[src/rtl/sdram_arbiter.sv]
// rtl/sdram_arbiter.sv - two-master round-robin arbiter in front of the sdram controller port
//
// Serialises single-command read/write transactions from two masters onto one
// sdram controller port, with round-robin tie-breaking and a completion timeout.
//
// Ports:
//   clki, rst                      clock and synchronous active-high reset
//   mN_addr/wdata/read/write       master N request (level, held until mN_ready)
//   mN_rdata                       master N read data, updated only on its own completion
//   mN_busy                        master N request pending and not completing this cycle
//   mN_ready, mN_err               one-cycle completion pulse, err set when timed out
//   s_addr, s_wdata                command address/data, stable from ISSUE through DONE
//   s_read, s_write                one-cycle command strobes
//   s_rdata, s_busy, s_ready       sdram controller response side
module sdram_arbiter #(
    parameter int AW      = 24,
    parameter int DW      = 16,
    parameter int TIMEOUT = 1024
) (
    input  logic          clki,
    input  logic          rst,
    input  logic [AW-1:0] m0_addr,
    input  logic [DW-1:0] m0_wdata,
    input  logic          m0_read,
    input  logic          m0_write,
    output logic [DW-1:0] m0_rdata,
    output logic          m0_busy,
    output logic          m0_ready,
    output logic          m0_err,
    input  logic [AW-1:0] m1_addr,
    input  logic [DW-1:0] m1_wdata,
    input  logic          m1_read,
    input  logic          m1_write,
    output logic [DW-1:0] m1_rdata,
    output logic          m1_busy,
    output logic          m1_ready,
    output logic          m1_err,
    output logic [AW-1:0] s_addr,
    output logic [DW-1:0] s_wdata,
    output logic          s_read,
    output logic          s_write,
    input  logic [DW-1:0] s_rdata,
    input  logic          s_busy,
    input  logic          s_ready
);

    localparam int CW = $clog2(TIMEOUT);

    typedef enum logic [1:0] {
        IDLE,
        ISSUE,
        WAIT,
        DONE
    } state_t;

    state_t        state_q, state_d;
    logic          gnt_q, gnt_d;      // master owning the current transaction
    logic          last_q, last_d;    // master granted most recently
    logic          is_wr_q, is_wr_d;
    logic [CW-1:0] cnt_q, cnt_d;
    logic [AW-1:0] s_addr_q, s_addr_d;
    logic [DW-1:0] s_wdata_q, s_wdata_d;
    logic          s_read_q, s_read_d;
    logic          s_write_q, s_write_d;
    logic          m0_ready_q, m0_ready_d;
    logic          m1_ready_q, m1_ready_d;
    logic          m0_err_q, m0_err_d;
    logic          m1_err_q, m1_err_d;
    logic [DW-1:0] m0_rdata_q, m0_rdata_d;
    logic [DW-1:0] m1_rdata_q, m1_rdata_d;

    logic req0, req1, sel, sel_wr;

    assign req0 = m0_read | m0_write;
    assign req1 = m1_read | m1_write;

    // On a tie the master that did not win last time is chosen.
    assign sel    = (req0 & req1) ? ~last_q : req1;
    assign sel_wr = sel ? m1_write : m0_write;

    always_comb begin
        state_d    = state_q;
        gnt_d      = gnt_q;
        last_d     = last_q;
        is_wr_d    = is_wr_q;
        cnt_d      = cnt_q;
        s_addr_d   = s_addr_q;
        s_wdata_d  = s_wdata_q;
        s_read_d   = 1'b0;
        s_write_d  = 1'b0;
        m0_ready_d = 1'b0;
        m1_ready_d = 1'b0;
        m0_err_d   = 1'b0;
        m1_err_d   = 1'b0;
        m0_rdata_d = m0_rdata_q;
        m1_rdata_d = m1_rdata_q;

        case (state_q)
            IDLE: begin
                if ((req0 | req1) && !s_busy) begin
                    gnt_d     = sel;
                    last_d    = sel;
                    is_wr_d   = sel_wr;
                    s_addr_d  = sel ? m1_addr : m0_addr;
                    s_wdata_d = sel ? m1_wdata : m0_wdata;
                    // Strobes are registered so they appear exactly in the ISSUE cycle.
                    s_write_d = sel_wr;
                    s_read_d  = ~sel_wr;
                    state_d   = ISSUE;
                end
            end
            ISSUE: begin
                cnt_d   = '0;
                state_d = WAIT;
            end
            WAIT: begin
                // A response in the final counted cycle still wins over the timeout.
                if (s_ready) begin
                    if (!is_wr_q) begin
                        if (gnt_q) m1_rdata_d = s_rdata;
                        else       m0_rdata_d = s_rdata;
                    end
                    m0_ready_d = ~gnt_q;
                    m1_ready_d = gnt_q;
                    state_d    = DONE;
                end else if (cnt_q == CW'(TIMEOUT - 1)) begin
                    if (gnt_q) m1_rdata_d = '0;
                    else       m0_rdata_d = '0;
                    m0_ready_d = ~gnt_q;
                    m1_ready_d = gnt_q;
                    m0_err_d   = ~gnt_q;
                    m1_err_d   = gnt_q;
                    state_d    = DONE;
                end else begin
                    cnt_d = cnt_q + CW'(1);
                end
            end
            DONE: begin
                state_d = IDLE;
            end
            default: begin
                state_d = IDLE;
            end
        endcase
    end

    always_ff @(posedge clki) begin
        if (rst) begin
            state_q    <= IDLE;
            gnt_q      <= 1'b0;
            last_q     <= 1'b1;
            is_wr_q    <= 1'b0;
            cnt_q      <= '0;
            s_addr_q   <= '0;
            s_wdata_q  <= '0;
            s_read_q   <= 1'b0;
            s_write_q  <= 1'b0;
            m0_ready_q <= 1'b0;
            m1_ready_q <= 1'b0;
            m0_err_q   <= 1'b0;
            m1_err_q   <= 1'b0;
            m0_rdata_q <= '0;
            m1_rdata_q <= '0;
        end else begin
            state_q    <= state_d;
            gnt_q      <= gnt_d;
            last_q     <= last_d;
            is_wr_q    <= is_wr_d;
            cnt_q      <= cnt_d;
            s_addr_q   <= s_addr_d;
            s_wdata_q  <= s_wdata_d;
            s_read_q   <= s_read_d;
            s_write_q  <= s_write_d;
            m0_ready_q <= m0_ready_d;
            m1_ready_q <= m1_ready_d;
            m0_err_q   <= m0_err_d;
            m1_err_q   <= m1_err_d;
            m0_rdata_q <= m0_rdata_d;
            m1_rdata_q <= m1_rdata_d;
        end
    end

    assign s_addr   = s_addr_q;
    assign s_wdata  = s_wdata_q;
    assign s_read   = s_read_q;
    assign s_write  = s_write_q;
    assign m0_ready = m0_ready_q;
    assign m1_ready = m1_ready_q;
    assign m0_err   = m0_err_q;
    assign m1_err   = m1_err_q;
    assign m0_rdata = m0_rdata_q;
    assign m1_rdata = m1_rdata_q;

    // Busy is combinational so it also covers the wait-for-grant period.
    assign m0_busy = req0 & ~m0_ready_q;
    assign m1_busy = req1 & ~m1_ready_q;

endmodule

[config.mk]
export PLATFORM = sky130hd
export DESIGN_NAME = sdram_arbiter
export DESIGN_NICKNAME = d
export VERILOG_FILES = /design/src/rtl/sdram_arbiter.sv
export SDC_FILE = /design/constraint.sdc
export NUM_CORES = 1
export LEC_CHECK = 0
export ABC_AREA = 1
export CAP_MARGIN = 10
export CORE_MARGIN = 10
export CORE_UTILIZATION = 44
export DETAILED_ROUTE_END_ITERATION = 10
export HOLD_SLACK_MARGIN = 0.1
export PLACE_DENSITY_LB_ADDON = 0.05
export SYNTH_ARGS = -nofsm -noshare
export SYNTH_HDL_FRONTEND = slang
export SYNTH_SLANG_ARGS = --single-unit
[constraint.sdc]
create_clock -name clki -period 2 [get_ports clki]
set_input_delay 0.4 -clock clki [delete_from_list [all_inputs] [get_ports clki]]
set_output_delay 0.4 -clock clki [all_outputs]
set_load 0.01 [all_outputs]
==> results.ini <==
[timing]
worst_slack_ns=0.136
worstMarginPinSlew_ns=0.573
fmax_mhz=536
final.setup.tns_ns=0
rsz0062_at_grt=no
timing.hold.ws_ns=0.477
period_needed_ns=1.86
finalClockSkew_ns=0.0127
finalMaxSlewViolations=0
setup_violations=0
slew_headroom_pct=61.7
period_share_pct=93.2
finalHoldViolCount=0

[worst_setup_path]
cpMostUsedCell=nor2_1
required_ns=1.60
arrival_ns=1.46
cp-end-kind=output port
cpPeakStageDelay_ns=0.48
worst-path-max-fanout=3
path_class=primary input to output port
crit_slowest_cell=clkdlybuf4s50_1
worstSetupStartpointType=primary input
reg2reg_depth=9
cp_cell_sequence=clkdlybuf4s50_1, nor2_1, buf_4, nor2_1, dlygate4sd2_1

[global_routing]
track_usage_pct=18.7
grt_pass1_wl_um=23200
antenna_found_initial=0
overflow=0
grt_max_degree=44
grt_pass1_vias=4842

[routing]
drt_pass1_iterations=6
finalWirelength_um=14900
route.detailed.wl_per_inst_um=14.0
vias=4968
drtIter0Drc=332
drc=0
ant_nets=0
viasPerCell=4.65

[logic_synthesis]
syn_nets=858
syn-cell-area_mm2=0.00473
syn_inst=749
synth_cell_type_count=28
yosys_warnings=0
ys_seq_elements=93
synth_area_per_cell_um2=6.31
seq_area_frac_synth_pct=39.4

[cts]
cts_sinks=93
cts_setup_buffers=0
cts_root_buffer=clkbuf_8
cts_tree=built
clk_pin_slew_ns=0.09
cts_max_level=3
clock_latency_ns=0.36
clk_path_buf_depth=2
cts_buffers=9

[pwr]
power_density_mw_per_mm2=1000
max-vdd-ir-drop_mv=0.501
leakagePower_nw=3.46

[layout]
multi_input_area_mm2=0.00210
finalNetCount=1037
antennaDiodeCount=0
area_delta_synth_final_pct=49.0
fillers=951
stdcell_count=1069
fin_util_pct=67.7
ff_latch_area_mm2=0.00186
layout-drive-gt1-share_pct=5.57

[hold_path]
hold_path_class=register to register
holdPathStages=2

[placed_design]
placed_cells=1051
dp_slack_ns=-0.149
gp_congestion=0.898
dp_hpwl_um=11300
portBuffers=183

[floorplan]
die_y_um=124
core_mm2=0.0104
io_pins=184
dieArea_mm2=0.0153
start_util_pct=45.4
row_count=37
fp.dieW_um=124

[outcome]
status=finished clean

[run]
maxCapViolCount=0

==> layer usage <==
layer / track usage [%] / part of all wire, % / up-vias
met2: 32.3 / 49 / 159
met3: 7.56 / 11 / 17
li1: - / - / 2602
met4: 5.75 / 1.4 / 0
met5: 0 / 0 / -
met1: 20.7 / 39 / 2190
==> path summary, 6_finish.rpt <==
| path | start | endpoint | slack [ns] |
|---|---|---|---|
| worst max-delay path | m0_write | m0_busy | 0.14 |
| worst min-delay path | cnt_q[2] | cnt_q[2] | 0.48 |
| worst min register to register | cnt_q[2] | cnt_q[2] | 0.48 |
| worst max register to register | cnt_q[0] | m0_rdata[10] | 0.19 |
==> per-stage QoR <==
step           cell area (um^2)  power, mW
5_1_grt                    7050       7.62
3_5_place_dp               6760       5.59
4_1_cts                    7000       7.11
2_1_floorplan              4730       4.16
3_3_place_gp               6760       5.51
6_report                   7050       7.07
==> area by class of cell <==
class | instances | share of cell area [%]
multi-input combinational | 457 | 29.8
timing repair buffer | 204 | 29.3
sequential | 93 | 26.4
inverter | 163 | 8.68
tap | 136 | 2.41
clock buffer | 10 | 1.81
clock inverter | 6 | 1.58
==> sequential cells by signal, indices dropped and copies added, names as in the netlist, 2 cells and up <==
name	cells
m0_rdata	16
m1_rdata	16
s_wdata	16
state_q	2
cnt_q	10
s_addr	24
==> placed cells by master (no fill, tap or decap), types with 2 or more instances in the layout <==
master / n
a21oi_1: 13
buf_12: 6
buf_4: 15
bufinv_16: 3
clkbuf_8: 9
clkdlybuf4s50_1: 181
dfxtp_1: 93
dlygate4sd2_1: 2
ha_1: 5
inv_1: 161
inv_2: 2
nand2_1: 241
nand3_1: 87
nand3_4: 5
nand3b_1: 2
nand4_1: 26
nor2_1: 59
nor2_2: 3
nor3_1: 4
nor4_1: 2
==> report_power, final <==
group          internal, mW  switching, mW  leakage (nW)
clock network         0.831          0.666         0.116
logic                  1.45           1.69          2.58
registers              2.23          0.203         0.760
total                  4.51           2.56          3.46
==> synthesized netlist by cell type (all sizes together) <==
cell | count | area share [%]
nand3b | 2 | 0.32
buf | 34 | 4.0
a21oi | 14 | 1.6
nand4 | 26 | 3.4
nor2 | 63 | 5.3
dfxtp | 93 | 39
clkbuf | 4 | 0.32
ha | 5 | 1.3
nor4 | 2 | 0.26
nand2 | 243 | 19
o21bai | 2 | 0.32
a21o | 1 | 0.16
nand3 | 91 | 11
and3 | 1 | 0.13
nor3 | 4 | 0.42
inv | 163 | 13
o211ai | 1 | 0.16
==> timing repair <==
action | 4_1_cts | 5_1_grt
hold buffers | 0 | 0
pin swaps | 0 | 2
setup endpoints to repair | 2 | 32
resized for setup | 3 | 3
cloned | 0 | 2
==> critical path, delay by kind of cell <==
family	cells	cell delay [ns]
buffers and inverters	3	0.92
AND/OR/NAND/NOR	2	0.15
==> cell families (layout without fill, tap and decap cells) <==
| kind of cell | Yosys count | in the layout | share of synthesized area, % |
|---|---|---|---|
| AND/OR/NAND/NOR | 432 | 434 | 39.9 |
| buffers and inverters | 201 | 383 | 17.2 |
| AO/OA/AOI/OAI | 18 | 18 | 2.20 |
| flip-flops | 93 | 93 | 39.4 |
| adder cells (fa/ha/maj) | 5 | 5 | 1.32 |
Note: power is estimated with default switching activity, not from simulation.
